===== src/rtl/timer_sched.sv =====
// timer_sched: NREQ requesters share one timeout counter.
// A round-robin arbiter picks an owner in IDLE. The owner's length is latched
// and counted in RUN. Expiry gives a one-cycle done pulse through the DONE state.
// Dropping req or raising cancel while owning aborts the timeout without a done pulse.
module timer_sched #(
  parameter int NREQ  = 4,
  parameter int CNT_W = 10
) (
  input  logic                  clk,
  input  logic                  rst,
  input  logic [NREQ-1:0]       req,
  input  logic [NREQ*CNT_W-1:0] req_len,
  input  logic [NREQ-1:0]       cancel,
  output logic [NREQ-1:0]       grant,
  output logic [NREQ-1:0]       done,
  output logic                  busy
);

  localparam int IDX_W = (NREQ > 1) ? $clog2(NREQ) : 1;
  localparam logic [NREQ-1:0] ONE_HOT0 = NREQ'(1);

  typedef enum logic [1:0] {
    S_IDLE = 2'd0,
    S_RUN  = 2'd1,
    S_DONE = 2'd2
  } state_t;

  state_t             r_state, w_state_next;
  logic [NREQ-1:0]    r_grant, w_grant_next;
  logic [NREQ-1:0]    r_done, w_done_next;
  logic               r_busy;
  logic [CNT_W-1:0]   r_cnt, w_cnt_next;
  logic [CNT_W-1:0]   r_len_q, w_len_q_next;
  // Index of the most recent winner. It is also the owner index while in RUN.
  logic [IDX_W-1:0]   r_last, w_last_next;

  logic [NREQ-1:0]    w_elig;
  logic [CNT_W-1:0]   w_len_arr [NREQ];
  logic [IDX_W-1:0]   w_cand_idx [NREQ];
  logic [NREQ-1:0]    w_cand_ok;
  logic               w_win_found;
  logic [IDX_W-1:0]   w_win_idx;
  logic               w_abort;

  // A requester with cancel high is not eligible to win.
  assign w_elig = req & ~cancel;

  // Candidate gi is the requester at position gi+1 after the last winner.
  // Candidate 0 therefore has the highest priority.
  for (genvar gi = 0; gi < NREQ; gi++) begin : g_cand
    logic [IDX_W:0] w_sum;
    assign w_len_arr[gi]  = req_len[gi*CNT_W +: CNT_W];
    assign w_sum          = {1'b0, r_last} + (IDX_W+1)'(gi + 1);
    assign w_cand_idx[gi] = (w_sum >= (IDX_W+1)'(NREQ)) ?
                            IDX_W'(w_sum - (IDX_W+1)'(NREQ)) : IDX_W'(w_sum);
    assign w_cand_ok[gi]  = w_elig[w_cand_idx[gi]];
  end

  // Priority pick over the rotated candidates. The scan runs downward so that
  // the lowest rotated position is written last and wins.
  always_comb begin
    w_win_found = 1'b0;
    w_win_idx   = '0;
    for (int k = NREQ - 1; k >= 0; k--) begin
      if (w_cand_ok[k]) begin
        w_win_found = 1'b1;
        w_win_idx   = w_cand_idx[k];
      end
    end
  end

  // Abort is checked before expiry. If both happen in the same cycle, abort wins.
  assign w_abort = !req[r_last] || cancel[r_last];

  // Next-state and output decode. Defaults hold state and clear the done pulse.
  always_comb begin
    w_state_next = r_state;
    w_grant_next = r_grant;
    w_done_next  = '0;
    w_cnt_next   = r_cnt;
    w_len_q_next = r_len_q;
    w_last_next  = r_last;
    unique case (r_state)
      S_IDLE: begin
        w_grant_next = '0;
        if (w_win_found) begin
          w_state_next = S_RUN;
          w_grant_next = ONE_HOT0 << w_win_idx;
          w_len_q_next = w_len_arr[w_win_idx];
          w_cnt_next   = '0;
          w_last_next  = w_win_idx;
        end
      end
      S_RUN: begin
        if (w_abort) begin
          w_state_next = S_IDLE;
          w_grant_next = '0;
          w_cnt_next   = '0;
        end else if (r_cnt == r_len_q) begin
          w_state_next = S_DONE;
          w_grant_next = '0;
          w_done_next  = ONE_HOT0 << r_last;
        end else begin
          w_cnt_next   = r_cnt + CNT_W'(1);
        end
      end
      S_DONE: begin
        w_state_next = S_IDLE;
        w_grant_next = '0;
      end
      default: begin
        w_state_next = S_IDLE;
        w_grant_next = '0;
      end
    endcase
  end

  // State register. After reset, requester 0 is the first in line.
  always_ff @(posedge clk) begin
    if (rst) begin
      r_state <= S_IDLE;
      r_grant <= '0;
      r_done  <= '0;
      r_busy  <= 1'b0;
      r_cnt   <= '0;
      r_len_q <= '0;
      r_last  <= IDX_W'(NREQ - 1);
    end else begin
      r_state <= w_state_next;
      r_grant <= w_grant_next;
      r_done  <= w_done_next;
      r_busy  <= (w_state_next != S_IDLE);
      r_cnt   <= w_cnt_next;
      r_len_q <= w_len_q_next;
      r_last  <= w_last_next;
    end
  end

  assign grant = r_grant;
  assign done  = r_done;
  assign busy  = r_busy;

endmodule


===== config.mk =====
export PLATFORM = sky130hd
export DESIGN_NAME = timer_sched
export DESIGN_NICKNAME = d
export VERILOG_FILES = /design/src/rtl/timer_sched.sv
export SDC_FILE = /design/constraint.sdc
export NUM_CORES = 1
export LEC_CHECK = 0
export CELL_PAD_IN_SITES_DETAIL_PLACEMENT = 1
export CELL_PAD_IN_SITES_GLOBAL_PLACEMENT = 2
export CORE_MARGIN = 5
export CORE_UTILIZATION = 27
export DETAILED_ROUTE_END_ITERATION = 6
export HOLD_SLACK_MARGIN = 0.1
export MAX_ROUTING_LAYER = met4
export PLACE_DENSITY_LB_ADDON = 0.1
export SYNTH_ARGS = -nofsm -noshare
export SYNTH_HDL_FRONTEND = slang
export SYNTH_SLANG_ARGS = --single-unit

===== constraint.sdc =====
create_clock -name clk -period 2.8 [get_ports clk]
set_input_delay 0.84 -clock clk [delete_from_list [all_inputs] [get_ports clk]]
set_output_delay 0.84 -clock clk [all_outputs]
set_load 0.03 [all_outputs]

-- Word-level counts from Yosys, hierarchy flattened
Cells that the tools add are included.
- add/sub/neg operators: 9
- $mul: 0
- divide/modulo/power cells: 0
- order comparisons: 10
- equality and inequality tests: 5
- shift-type cells: 2
- multiplexer cells: 39
- bitwise logic cells: 5
- reductions and logical operators: 8
- operators by type and width (operator ; count):
    2-to-1 mux 10 bit ; 5
    2-to-1 mux 2 bit ; 11
    binary-select mux 10 bit (select 2 bit) ; 1
    one-hot mux 10 bit (2 select lines) ; 1
    >= comparator 3 bit (second input constant) ; 5
    less-than comparator 2 x 3 -> 1 bit (second input constant) ; 5
    binary-select mux 1 bit (select 2 bit) ; 6
    2-to-1 mux 4 bit ; 3
    adder 10 x 1 -> 10 bit (second input constant) ; 1
    == test 10 bit ; 1
    2-to-1 mux 1 bit ; 10
    one-hot mux 4 bit (2 select lines) ; 1
    << shifter 1 x 2 -> 4 bit (first input constant) ; 2
    subtractor 2 x 1 -> 2 bit (second input constant) ; 4
    adder 2 x 2 -> 3 bit (second input constant) ; 2
    != test 3 bit (second input constant) ; 2
    bitwise AND 4 bit ; 1
    NOT 4 bit ; 1
    one-hot mux 2 bit (2 select lines) ; 1
    nonzero test 2 bit ; 2
    OR reduction 4 bit ; 1
    adder 2 x 1 -> 3 bit (second input constant) ; 1
    adder 2 x 3 -> 3 bit (second input constant) ; 1
    NOT 2 -> 3 bit ; 1
    other kinds (8) ; 9
- bits in registers: 33
- latch bits: 0
- bits in writable memories: 0
- ROM bits: 0
- input port bits: 50
- output and inout port bits: 9
- logic and storage cells: 85
- memories kept: 0

-- Logic depth before layout (Yosys ltp)
- depth in word-level cells: 13
- gate-level depth with buffers: 7
- depth with buffers taken out: 5

-- Worst setup path before layout
No wires, ideal clock.
- path kind: input -> register
- from: input cancel[2]
- to: register r_cnt[2]
- library setup time: 0.121 ns
- arrival time: 2.292 ns
- required time: 2.679 ns
- path slack: 0.386 ns
- cell stages on the path: 7
- path buffers: 2
- path through: nand2b_1 buf_4 mux4_2 nor4_4 buf_6 nor3b_2 mux2i_1
- word-level cells in the longest chain between the ends: 10
- elaborated cells on any way between the ends: 22
- classes of those cells: 2 x eq/ne; 16 x mux; 2 x bitwise; 2 x reduce/logical
- ends and longest elaborated chain (item ; line ; source):
    start: declaration ; 13 ; input logic [NREQ-1:0] cancel,
    NOT 4 bit ; 46 ; assign w_elig = req & ~cancel;
    bitwise AND 4 bit ; 46 ;
    binary-select mux 1 bit (select 2 bit) ; 56 ; assign w_cand_ok[gi] = w_elig[w_cand_idx[gi]];
    2-to-1 mux 1 bit (not written as such) ; 56 ;
    2-to-1 mux 1 bit (4 in a row) ; 65 ; if (w_cand_ok[k]) begin
    != test 2 bit (no source line) ; - ;
    AND reduction 3 bit (no source line) ; - ;
    end signal: assignment ; 133 ; r_cnt <= w_cnt_next;
    end: declaration ; 32 ; logic [CNT_W-1:0] r_cnt, w_cnt_next;
Parallel ways exist; a longest one is shown, timed or not. The select of a mux whose other input is x is not followed.
A chain may end at the register's enable or synchronous reset.

-- Worst setup path in the final report
- from: input req[0]
- to: register r_cnt[0]
- word-level cells in the longest chain between the ends: 9
- elaborated cells on any way between the ends: 22
- classes of those cells: 2 x eq/ne; 16 x mux; 1 x bitwise; 3 x reduce/logical
- ends and longest elaborated chain (item ; line ; source):
    start: declaration ; 11 ; input logic [NREQ-1:0] req,
    bitwise AND 4 bit ; 46 ;
    binary-select mux 1 bit (select 2 bit) ; 56 ;
    2-to-1 mux 1 bit (not written as such) ; 56 ;
    2-to-1 mux 1 bit (4 in a row) ; 65 ;
    != test 2 bit (no source line) ; - ;
    AND reduction 3 bit (no source line) ; - ;
Parallel ways exist; a longest one is shown, timed or not. The select of a mux whose other input is x is not followed.

==> results.json <==
{
  "synthTopCellsByArea": "dfxtp_1 33%, mux2i_1 4.9%, xnor2_1 4.3%",
  "cts_tree": "done",
  "synth_area_um2": 2030,
  "antenna_found_initial": 0,
  "fin_nets": 364,
  "cts.hold.buffers_added": 0,
  "min_path_type": "reg -> reg",
  "synth_seq_cells": 33,
  "leakagePower_uw": 0.00113,
  "cts.htree.levels": 2,
  "io_buffers": 58,
  "yosysWarnings": 0,
  "grt_setup_unrepaired": "false",
  "required_ns": 3.03,
  "initial_core_util_pct": 27.8,
  "gp_congestion": 0.838,
  "core_um2": 7290,
  "cts_sinks": 33,
  "max_freq_mhz": 373,
  "first_global_vias": 2308,
  "vias": 2159,
  "tightest_slew_ns": 0.749,
  "setup_viol": 0,
  "clk_pin_slew_ns": 0.07,
  "setup_tns_ns": 0,
  "ir_drop_mv": 0.214,
  "synthFlopType": "dfxtp_1",
  "die_h_um": 96.7,
  "route.detailed.drc": 0,
  "postRouteAntennaNets": 0,
  "stdcell_area_um2": 3050,
  "finalMaxSlewViolations": 0,
  "fin_crit_ns": 2.68,
  "finalPower_uw": 1490,
  "cts_setup_buffers": 0,
  "postSynthAreaPerCell_um2": 8.78,
  "clock_path_buffers": 2,
  "die_w_um": 96.7,
  "status": "finished, final reports clean",
  "grt_max_degree": 19,
  "cts_resized": 0,
  "firstDrtPassIters": 4,
  "ys_seq_area_share_pct": 32.6,
  "cp-end-kind": "flop",
  "cp.arrival_ns": 2.91,
  "dpl_cell_area_um2": 2930,
  "fillerInstances": 875,
  "netlist-cell-type-count": 56,
  "synth_nets": 282,
  "synth_enable_flop_cells": 0,
  "setup.worst_path.class": "in -> reg",
  "maxCapViolations": 0,
  "cts-root-buf": "clkbuf_8",
  "yosysTopAreaCellShare_pct": 32.6,
  "post-route-period-util_pct": 95.8,
  "relSlewSlack_pct": 49.9,
  "critPathMaxFanout": 3,
  "dp_hpwl_um": 5640,
  "start_kind": "input pin",
  "grt_pass1_wl_um": 11800,
  "gr-total-overflow": 0,
  "fin_worst_skew_ns": 0.00822,
  "setup_slack_ns": 0.117,
  "ios": 59,
  "synthTopCellsByCount": "33 x dfxtp_1, 14 x nand2_1, 13 x nor2_1",
  "syn2layout_area_growth_pct": 50.2,
  "dieArea_um2": 9350,
  "dp_slack_ns": -0.145,
  "track_usage_pct": 15.8,
  "drt-total-wl_um": 7040,
  "yosysTopAreaCell": "dfxtp_1",
  "final_layout_size_suffix_gt1_share_pct": 16.6,
  "syn_inst": 231,
  "drtIter0Drc": 85,
  "routedWlPerCell_um": 17.1,
  "cts_buffers": 5,
  "powerDensity_nw_per_um2": 488,
  "clock_latency_ns": 0.29,
  "synth.most_common_cell": "dfxtp_1",
  "vias_per_cell": 5.23,
  "report.final.hold_viol_count": 0,
  "placementRows": 31,
  "synthArstFlopShare_pct": 0,
  "antenna_cells": 0
}
## where the power goes
part | internal, uW | switching [uW]
Clock | 290 | 180
Sequential | 509 | 47.7
Combinational | 247 | 214
Total | 1050 | 442
## final timing paths
kind | from | to | slack (ns) | cells after the start
hold / removal | grant[0] | grant[0] | 0.48 | 1
hold reg to reg | grant[0] | grant[0] | 0.48 | 1
setup / recovery | req[0] | r_cnt[0] | 0.12 | 6
setup reg to reg | r_last[1] | r_len_q[5] | 0.66 | 5
## through the flow
step	utilization (%)	hold WS, ns	instances
floorplan	-	0.463	231
global placement	40.2	0.475	405
detailed placement	40.2	0.456	405
CTS	41.8	0.486	413
global route	41.8	0.504	413
finish	41.8	0.484	413
## routing by layer
metal  global-route usage [%]  wire length, um  vias to the layer above
li1                         -                -                     1054
met3                     3.17              273                        6
met1                     21.7             3590                     1040
met5                        -                0                        -
met4                     4.32               69                        0
met2                     23.8             3110                       59
## state kept, by name, summed over array words and instances, names as in the netlist
name     count
r_cnt       10
r_len_q     10
done         4
grant        4
r_last       2
r_state      2
busy         1
## area by class of cell
class	count	area [um^2]	area share, %
clock buffer	7	86.3	2.83
multi-input combinational	180	1280	42.0
clock inverter	1	30.0	0.986
sequential	33	661	21.7
tap	99	124	4.07
timing repair buffer	89	851	27.9
inverter	4	15.0	0.493
## critical path, cell delays in order
cell,delay (ns)
clkdlybuf4s50_1,0.47
or2b_1,0.26
mux4_2,0.54
a211oi_2,0.27
or4b_1,0.45
o21ai_1,0.08
## layout by cell type (no fill, tap or decap), drive strengths merged, types with 5 or more instances in the layout
cell type      synthesis  final
nor2                  13     13
clkbuf                 7      7
o22ai                  7      7
mux2i                 10     10
clkdlybuf4s50          0     58
nand2b                 6      6
or2                    6      6
xnor2                 10     10
o21ai                 10     10
a221oi                 9      9
a21boi                 7      7
a21oi                  5      5
or4                    7      7
buf                    7     31
nand3                 10     10
nand2                 14     14
o31ai                  8      8
dfxtp                 33     33
nor3                   5      5
o32ai                  5      5
## cells by family (layout without fill, tap and decap cells)
group	after synthesis	after routing	synth area share [%]
AND/OR/NAND/NOR	84	84	24.4
AO/OA/AOI/OAI	73	73	27.0
flip-flops	33	33	32.6
buffers and inverters	18	101	4.56
multiplexers	11	11	6.05
XOR/XNOR	10	10	4.32
adder cells (fa/ha/maj)	2	2	1.11
(Power assumes the default switching activity.)
